==> src/rtl/df_mac_accumulator.sv <==
// df_mac_accumulator: sums TAPS multiplier products into one filter sample.
// Optional DF_MAC_SATURATE_EN clips the result instead of wrapping it.
module df_mac_accumulator #(
    parameter int TAPS = 4,
    parameter int DW   = 8,
    parameter int OW   = 8
) (
    input  logic                    clk,
    input  logic                    rst_n,
    input  logic                    start,
    input  logic                    prod_valid,
    input  logic [DW-1:0]           prod,
    output logic [$clog2(TAPS)-1:0] tap_sel,
    output logic                    busy,
    output logic                    out_valid,
    output logic [OW-1:0]           out,
    output logic                    sat
);

    localparam int SELW = $clog2(TAPS);
    localparam int AW   = DW + $clog2(TAPS);

    typedef enum logic [1:0] {
        IDLE,
        ACC,
        DONE
    } state_t;

    state_t        state;
    state_t        state_nxt;
    logic [AW-1:0] acc;
    logic [AW-1:0] sum;
    logic          last;
    logic          launch;
    logic [OW-1:0] out_nxt;

    assign sum    = acc + AW'(prod);
    assign last   = (state == ACC) && prod_valid
                 && (tap_sel == SELW'(TAPS - 1));
    assign launch = (state != ACC) && start;

    assign busy      = (state == ACC);
    assign out_valid = (state == DONE);

    // State register
    always_ff @(posedge clk or negedge rst_n) begin
        if (!rst_n) begin
            state <= IDLE;
        end else begin
            state <= state_nxt;
        end
    end

    // Next-state: start is only honoured outside ACC
    always_comb begin
        state_nxt = state;
        unique case (state)
            IDLE:    if (start) state_nxt = ACC;
            ACC:     if (last) state_nxt = DONE;
            DONE:    state_nxt = start ? ACC : IDLE;
            default: state_nxt = IDLE;
        endcase
    end

    // Accumulator and tap index: clear on launch, advance per product
    always_ff @(posedge clk or negedge rst_n) begin
        if (!rst_n) begin
            acc     <= '0;
            tap_sel <= '0;
        end else if (launch) begin
            acc     <= '0;
            tap_sel <= '0;
        end else if (busy && prod_valid) begin
            acc     <= sum;
            tap_sel <= last ? '0 : tap_sel + SELW'(1);
        end
    end

`ifdef DF_MAC_SATURATE_EN
    logic sat_nxt;

    if (OW >= AW) begin : g_wide
        // Result always fits: zero-extend, never clipped
        always_comb begin
            out_nxt = OW'(sum);
            sat_nxt = 1'b0;
        end
    end else begin : g_narrow
        // Clip to full scale when any dropped bit is set
        always_comb begin
            sat_nxt = |sum[AW-1:OW];
            out_nxt = sat_nxt ? '1 : sum[OW-1:0];
        end
    end

    // Saturation flag travels with the result
    always_ff @(posedge clk or negedge rst_n) begin
        if (!rst_n) begin
            sat <= 1'b0;
        end else if (last) begin
            sat <= sat_nxt;
        end
    end
`else
    if (OW >= AW) begin : g_wide
        // Result always fits: zero-extend
        always_comb begin
            out_nxt = OW'(sum);
        end
    end else begin : g_narrow
        // Wrap-around: keep the low bits
        always_comb begin
            out_nxt = sum[OW-1:0];
        end
    end

    assign sat = 1'b0;
`endif

    // Result register: loads only at the last-tap edge, held otherwise
    always_ff @(posedge clk or negedge rst_n) begin
        if (!rst_n) begin
            out <= '0;
        end else if (last) begin
            out <= out_nxt;
        end
    end

endmodule

==> config.mk <==
export PLATFORM = sky130hd
export DESIGN_NAME = df_mac_accumulator
export DESIGN_NICKNAME = d
export VERILOG_FILES = /design/src/rtl/df_mac_accumulator.sv
export SDC_FILE = /design/constraint.sdc
export NUM_CORES = 1
export LEC_CHECK = 0
export ABC_AREA = 0
export CAP_MARGIN = 15
export CORE_MARGIN = 8
export CORE_UTILIZATION = 65
export CTS_CLUSTER_SIZE = 12
export DETAILED_ROUTE_END_ITERATION = 6
export DONT_BUFFER_PORTS = 1
export GPL_TIMING_DRIVEN = 0
export PLACE_DENSITY = 0.81
export SYNTH_ARGS = -nofsm -noshare
export SYNTH_HDL_FRONTEND = slang
export SYNTH_SLANG_ARGS = --single-unit
==> constraint.sdc <==
create_clock -name clk -period 3.1 [get_ports clk]
set_input_delay 0.31 -clock clk [delete_from_list [all_inputs] [get_ports clk]]
set_output_delay 0.31 -clock clk [all_outputs]
set_load 0.02 [all_outputs]
# ---- Word level (Yosys, flattened, before mapping)
# Index checks and enable logic that the tools add are counted.
dict set report word_totals {
  out_inout_bits 13
  elab_cells 27
  ff_bits 22
  input_bits 12
}
dict set report classes {
  add_sub_neg 2
  n_eq_ne 6
  muxes 9
  n_reduce_logical 6
}
# op n
set op_table {}
lappend op_table {{10-bit 2-to-1 mux} 2}
lappend op_table {{10-bit by 8-bit adder with 10-bit output} 1}
lappend op_table {{2-bit 2-to-1 mux} 5}
lappend op_table {{2-bit one-hot mux with 3 select lines} 1}
lappend op_table {{2-bit equality test, second input constant} 2}
lappend op_table {{2-bit by 1-bit != test with 1-bit output, second input constant} 2}
lappend op_table {{1-bit logical AND} 3}
lappend op_table {{2-bit by 1-bit adder with 2-bit output, second input constant} 1}
lappend op_table {{2-bit by 1-bit equality test with 1-bit output, second input constant} 1}
lappend op_table {{2-bit zero test} 1}
lappend op_table {{2-bit != test, second input constant} 1}
lappend op_table {{2-bit AND reduction} 1}
lappend op_table {{2-bit nonzero test} 1}
lappend op_table {{1-bit 2-to-1 mux} 1}

# ---- Depth between registers and ports, before layout
# Gate-level depths: netlist (run 1).
dict set report depth {
  depth_word 6
  ltp_mapped 9
  ltp_nobuf 9
}

# ---- Worst setup path before layout (run 1)
# Ideal clock, no wire load.
dict set report synth_timing {
  kind {reg2reg}
  from {register acc[0]}
  to {register acc[6]}
  path_buffers 0
  period_less_slack_ns 1.779
  path_slack_ns 1.321
  required_ns 3.005
  arrival_ns 1.683
  stages_incl_launch_ff 10
  setup_time_ns 0.095
  cell_sequence {dfrtp_1 ha_1 inv_1 fa_1 nor2b_1 o21ai_1 a21oi_1 o21a_1 nor3_1 o31ai_1}
}
dict set report synth_between {
  elab_chain_len 3
}
# item line_no
set synth_rtl {}
lappend synth_rtl {{from (decl)} 31} ;# logic [AW-1:0] acc;
lappend synth_rtl {{from (signal assigned)} 74} ;# acc <= sum;
lappend synth_rtl {{10-bit by 8-bit adder with 10-bit output} 37} ;# assign sum = acc + AW'(prod);
lappend synth_rtl {{10-bit 2-to-1 mux} 73} ;# end else if (busy && prod_valid) begin
lappend synth_rtl {{10-bit 2-to-1 mux} 70} ;# end else if (launch) begin
# Every way passes these cells. The select of a mux whose other input is x is not followed.
# A chain may end at the register's enable or synchronous reset.

# ---- Worst setup path in the final report (run 1)
# Ends and elaborated chain as after synthesis.

==> results.md, run 1 <==
- CTS sink count: 20
- Max Freq: between 0.4 and 0.5 GHz
- Crit-path max FO: 3
- Crit path cell chain: ha_1, inv_1, fa_1, nor2b_1, o21ai_1, a21oi_1, o21a_1, nor3_1, o31ai_1
- Max H-tree Level: 1
- Final setup violation count: 0
- Worst Hold Path Cells: 1
- Vias in the first global route: 858
- Core area: 1670 µm²
- Count leader, synth: dfrtp_1
- FF-to-FF Start: acc[0]$_DFFE_PN0P_
- Setup CP Type: flop to flop
- Top cells by area, synth: dfrtp_1, ha_1, nand2_1, o21ai_0, inv_1
- # IOs: 25
- Max stage delay on crit path: about 400 ps
- Final worst-path cycle share: 0.6538
- CP endpoint kind: flop
- Hold Startpoint: start
- Starting DRC count in detailed routing: 17
- Min-Delay Endpoint: acc[2]$_DFFE_PN0P_
- Clk buf depth: 2
- Initial antenna violation count: 0
- Setup bufs post-CTS: 0
- RSZ-0062 raised after global routing: no
- First-pass DRT Iterations: 4
- Num CTS Buffers: 3
- CP delay by family, top: compound AO/OA/AOI/OAI gates
- R2r endpoint: acc[6]$_DFFE_PN0P_
- Synth top cells by count: dfrtp_1, nand2_1, inv_1, o21ai_0, ha_1
- Final cell count without fillers: between 100 and 150
- Post-route DRC: 0
- Clk_lat worst skew: roughly 290 ps
- CP max stage cell: fa_1
- Initial Util: 0.6734
- Setup TNS: 0 ps
- Worst setup SP type: flop
- Hold WC Path Type: input port to flop
- Post-DP HPWL: roughly 1.7 mm
- Final GP Congestion: 0.8303
- PwrDens: between 1000 and 1500 nW/µm²
- Status: finished clean
- Gate Count Post-Synth: about 110
- Yosys reg bits: 20
- Final Hold Fails: 0
- FF-to-FF setup slack: around 1100 ps
- Post-synth top area cell: dfrtp_1
- Max Cap Viol: 0
- Die Span Y: between 50 and 60 µm
- Mean routed wirelength per cell: around 16 µm
- Routed Antenna Nets: 0
- Post-synth EDFFs: 0
- Syn nets: 132
- Nets: about 140
- YS warnings: 0
- First-pass GRT wire length: roughly 3.7 mm
- CTS tree: built
- Die area: between 3000 and 4000 µm²
- DRT Wirelength: between 2 and 2.5 mm
- Post-layout min period: about 2000 ps
- CTS root buffer: clkbuf_4
- PortBufs: 0
- Die width: 57.60 µm
- Synth top area share: 0.4449
- CP bufs+invs: 1
- Largest net degree at the start of global routing: 21
- Syn Area/Cell: ~10 µm²
- Share of layout cells above drive strength 1: 0.1466
- Critical path arrival: 2230 ps
- Worst R2R Path Depth: 9
- Post-Syn Area: approximately 1100 µm²
- # rows: 15
- N_diodes: 0
- Least-Margin Pin Slew: roughly 870 ps
- Clock transition at path regs: between 100 and 150 ps
- Critical Path RT: around 3300 ps
- Async set or reset register ratio after synthesis: 1.000
- Max-slew violation count: 0
- Area delta synth->final: 6.006%
- Layout Skew: approximately 4 ps
- Post-Place Cells: 128
- Top_reg_cell synth: dfrtp_1
- Leakage: about 0.58 nW
- Max VDD drop: 0.6287 mV
- Relative slew margins: 0.4183
- Via/cell ratio: around 5.9
- Total GRT Usage: 0.1394
- Seq/Total Area, Yosys: 0.4449
- Via Count: 788
- Distinct cell type count after synthesis: 36
- Overflow after GRT: 0
metrics by stage:
step	total power (W)	utilization	hold WS, ps	area [µm²]	setup WS, ps
CTS	0.001256	0.7139	106.6	1192	1073
finish	0.001244	0.7139	107.9	1192	1073
global placement	0.001071	0.6861	14.90	1146	1162
detailed placement	0.001101	0.6861	14.84	1146	1095
global route	0.001348	0.7139	101.3	1192	888.5
floorplan	0.0009794	-	14.41	1125	1321
logic make-up after synthesis:
family                     Yosys count  share of synthesized area
xor gates and xnor gates             4                    0.03115
and+or+nand+nor                     29                     0.1268
AOI/OAI and AO/OA                   34                     0.2269
buffers and inverters               13                    0.05115
other                                1                   0.003334
DFF                                 20                     0.4449
muxes                                1                   0.008899
adders and majority gates            9                     0.1068
final cells by class:
type / instances / area, µm²
Sequential cell: 20 / 500.5
Buffer: 3 / 20.02
Fill cell: 133 / 478.0
Timing Repair Buffer: 1 / 10.01
Multi-Input combinational cell: 78 / 566.8
Inverter: 10 / 37.54
Clock buffer: 4 / 36.28
Tap cell: 17 / 21.27
how the worst max path moves through the flow:
stage | to | slack (ps) | cells after the start | start
after detailed placement | acc[6]$_DFFE_PN0P_ | 1100 | 9 | acc[0]$_DFFE_PN0P_
after floorplan | acc[6]$_DFFE_PN0P_ | 1320 | 9 | acc[0]$_DFFE_PN0P_
after global placement | out[6]$_DFFE_PN0P_ | 1160 | 9 | acc[0]$_DFFE_PN0P_
final | acc[6]$_DFFE_PN0P_ | 1070 | 9 | acc[0]$_DFFE_PN0P_
after global routing | out[6]$_DFFE_PN0P_ | 890 | 9 | acc[0]$_DFFE_PN0P_
after CTS | acc[6]$_DFFE_PN0P_ | 1070 | 9 | acc[0]$_DFFE_PN0P_
registers in the layout, indices dropped and copies added (netlist names):
signal   count
out          8
tap_sel      2
acc          8
state        2
worst register-to-register path: stages, from the launching register on:
cell and delay (ps):
dfrtp_1 370, ha_1 240, inv_1 80, fa_1 400
nor2b_1 140, o21ai_1 90, a21oi_1 180, o21a_1 150
nor3_1 60, o31ai_1 240
metal layers:
| layer | share of wire | GRT usage | vias to the layer above |
|---|---|---|---|
| met5 | 0 | 0 | - |
| met4 | 0.0066 | 0.04286 | 0 |
| met3 | 0.066 | 0.04709 | 2 |
| met2 | 0.51 | 0.2492 | 14 |
| met1 | 0.41 | 0.1499 | 375 |
| li1 | - | - | 397 |
report_power, final:
group	total, W	switching, W	internal (W)
clock	0.000145	0.0000731	0.0000715
sequential	0.000526	0.000153	0.000374
combinational	0.000573	0.000331	0.000241
total	0.00124	0.000557	0.000686
repair_timing:
action / in CTS / in global routing
endpoints found under the hold margin: 20 / 0
hold buffers: 1 / 0
resized for setup: 0 / 0
layout by cell type, fill, tap and decap left out, types with 2 or more instances in the layout:
| cell | count |
|---|---|
| xnor2_1 | 2 |
| o21ai_0 | 9 |
| a21o_1 | 2 |
| nand2_1 | 18 |
| dfrtp_1 | 20 |
| a21oi_1 | 4 |
| buf_4 | 2 |
| inv_1 | 9 |
| nor2b_1 | 2 |
| ha_1 | 8 |
| o21a_1 | 2 |
| o21ai_1 | 3 |
| clkbuf_4 | 3 |
| xor2_1 | 2 |
| o21ai_2 | 2 |
| a22o_1 | 2 |
| o31ai_1 | 3 |
| nor2_1 | 2 |
No activity file was read; power rests on OpenSTA's default activity.
==> inputs of run 2 (changes only) <==
CORE_UTILIZATION = 55   (was 65)
PLACE_DENSITY = 0.73   (was 0.81)
clock period = 1.8 ns   (was 3.1 ns; I/O delays follow)
==> run 2 against run 1 <==
Net effect: the run now ends with setup timing left; register-to-register slack got worse by 1100 ps; clock power rose by 77%; final cell count rose by 12%; sequential power rose by 77%; count of clock-buffer cells in the layout did not move; sequential cell count did not move; wire length rose by 17%; die area rose by 13%; worst setup slack got worse by 1100 ps; clock skew rose by 0.70 ps; utilization fell by 1.3 points; combinational power rose by 120%; critical endpoint unchanged; largest power group unchanged; highest routed layer is now met3.
==> results.md, run 2 (same netlist as run 1, synthesis figures left out) <==
- Most common cell after layout, fill and taps aside: dfrtp_1
- R2r endpoint: acc[6]$_DFFE_PN0P_
- Core area: 1942 µm² (+16%)
- Largest net degree at the start of global routing: 21 (unchanged)
- Max stage delay on crit path: 430 ps (+30 ps)
- Die area: 3749 µm² (+13%)
- FF-to-FF Start: acc[0]$_DFFE_PN0P_
- Max Freq: 0.5504 GHz (+12%)
- First-pass DRT Iterations: 4 (unchanged)
- Worst path most repeated cell: o21a_1
- Least-Margin Pin Slew: 851.8 ps (-17.93 ps)
- Commonest cells after routing, fill and taps aside: dfrtp_1, nand2_1, inv_1, o21ai_0, buf_4
- Max VDD drop: 1.084 mV (+72%)
- Fin area: 1361 µm² (+14%)
- Leakage: 0.6220 nW (+6.8%)
- Post-DP HPWL: 1.810 mm (+6.6%)
- Clock transition at path regs: 110 ps (about the same)
- CTS tree: built
- Critical Path RT: 2020 ps (-1280 ps)
- Final Hold Fails: 0 (unchanged)
- Hold WC Path Type: input port to flop
- Routed Antenna Nets: 0 (unchanged)
- Initial Util: 0.5793 (-0.09416)
- Initial antenna violation count: 0 (unchanged)
- Setup CP Type: flop to flop
- Worst setup path startpoint: acc[0]$_DFFE_PN0P_
- # IOs: 25 (unchanged)
- Critical Path Sink: acc[6]$_DFFE_PN0P_
- Layout Skew: 4.739 ps (+0.7024 ps)
- Die width: 61.23 µm (+6.3%)
- First-pass GRT wire length: 3.939 mm (+5.5%)
- FF-to-FF setup slack: -20 ps (-1090 ps)
- Post-route setup slack: -16.98 ps (-1090 ps)
- N_diodes: 0 (unchanged)
- Wire length on met2: 1.374 mm (+25%)
- Share of layout cells above drive strength 1: 0.3033 (+0.1567)
- Area post-placement: 1159 µm² (+1.1%)
- Crit-path max FO: 2 (-1)
- Worst R2R Path Depth: 9 (unchanged)
- Area delta synth->final: 21.02%
- Worst setup SP type: flop
- Mean routed wirelength per cell: 16.74 µm (+4.4%)
- Total GRT Usage: 0.1425 (+0.003072)
- Max H-tree Level: 1 (unchanged)
- Max Cap Viol: 0 (unchanged)
- Total chip power: 0.002432 W (+96%)
- WL met1: 921 µm (+4.8%)
- Post-layout min period: 1817 ps (-209.8 ps)
- Highest Signal Layer: met3
- RSZ-0062 raised after global routing: yes
- CTS root buffer: clkbuf_4
- CP endpoint kind: flop
- Post-Place Cells: 138 (+7.8%)
- Place WS: -256.5 ps (-1352 ps)
- CP max stage cell: dfrtp_1
- Final setup violation count: 2 (+2)
- Die Span Y: 61.23 µm (+6.3%)
- Met3 WL: 198 µm (+40%)
- Overflow after GRT: 0 (unchanged)
- PortBufs: 0 (unchanged)
- # rows: 16 (+1)
- Nets: 144 (+4.3%)
- Final cell count without fillers: 149 (+12%)
- Num CTS Buffers: 3 (unchanged)
- CTS sink count: 20 (unchanged)
- Biggest registers after layout: acc (8), out (8)
- Via/cell ratio: 5.691 (-3.9%)
- Clk_lat worst skew: 300 ps (about the same)
- Max-slew violation count: 0 (unchanged)
- Failing checks: setup timing
- Critical path arrival: 2030 ps (-200 ps)
- PwrDens: 1786 nW/µm² (+71%)
- Post-route DRC: 0 (unchanged)
- DRT Wirelength: 2.494 mm (+17%)
- Crit path cell chain: ha_4, inv_2, fa_2, nor2b_2, o21ai_2, a21oi_2, o21a_1, o21a_1, o31ai_2
- Final worst-path cycle share: 1.009 (+0.3556)
- Final GP Congestion: 0.7946 (-4.3%)
- Via Count: 848 (+7.6%)
- Starting DRC count in detailed routing: 11 (-6)
- Vias in the first global route: 898 (+4.7%)
- Relative slew margins: 0.4303 (+0.01199)
- Status: finished with violations
- Clk buf depth: 2 (unchanged)
run 2: cell count changes in the layout (fill, tap and decap cells not counted), moves of 2 or more:
cell / previous run / this run
a21oi_1: 4 / 2
a21oi_2: 1 / 3
buf_4: 2 / 7
ha_1: 8 / 4
ha_4: 0 / 4
run 2: final cells by class:
| cell class | instances | area (µm²) |
|---|---|---|
| sequential | 20 | 500.5 |
| inverter | 10 | 37.54 |
| buffer | 3 | 20.02 |
| clock buffer | 4 | 36.28 |
| fill | 155 | 580.6 |
| timing repair buffer | 7 | 57.56 |
| tap | 27 | 33.78 |
| multi-input combinational | 78 | 675.6 |
run 2: critical path, delay by kind of cell, from the launching register on:
| kind | cells | cell delay, ps |
|---|---|---|
| flip-flops | 1 | 430 |
| AND/OR/NAND/NOR | 1 | 50 |
| AO/OA/AOI/OAI | 5 | 840 |
| adder cells (fa/ha/maj) | 2 | 370 |
| buffers and inverters | 1 | 50 |
run 2: power by group:
part	switching, W	internal (W)	leakage [nW]
sequential	0.000290	0.000643	0.252
clock	0.000132	0.000123	0.0210
combinational	0.000660	0.000583	0.349
run 2: timing repair:
action                                  4_1_cts  5_1_grt
gates cloned                                  0        0
pin swaps                                    10       11
endpoints found under the setup margin        5        8
gates resized for setup                       7       12
hold endpoints to repair                     21        0
hold buffers                                  2        0
setup buffers                                 4        1
run 2: metrics by stage:
stage          utilization  TNS (ps)  hold slack (ps)
2_1_floorplan            -         0           -115.6
3_3_place_gp        0.5966    -300.9           -115.1
3_5_place_dp        0.5966    -558.5           -115.0
4_1_cts             0.6643    -205.4            14.26
5_1_grt             0.7010    -376.0            21.74
6_report            0.7010    -27.11            20.40
run 2: layer usage:
layer / up-vias / GRT usage
li1: 410 / -
met1: 414 / 0.1397
met2: 24 / 0.2687
met3: 0 / 0.06263
met4: 0 / 0.02658
met5: - / 0
run 2: worst min path at each step:
| stage | startpoint | end | slack (ps) | cells past startpoint |
|---|---|---|---|---|
| 2_1_floorplan | rst_n | acc[0]$_DFFE_PN0P_ | -120 | 0 |
| 3_3_place_gp | rst_n | out[6]$_DFFE_PN0P_ | -120 | 0 |
| 3_5_place_dp | rst_n | out[6]$_DFFE_PN0P_ | -120 | 0 |
| 4_1_cts | start | state[0]$_DFFE_PN0P_ | 10 | 2 |
| 5_1_grt | start | state[0]$_DFFE_PN0P_ | 20 | 2 |
| 6_report | start | state[0]$_DFFE_PN0P_ | 20 | 2 |
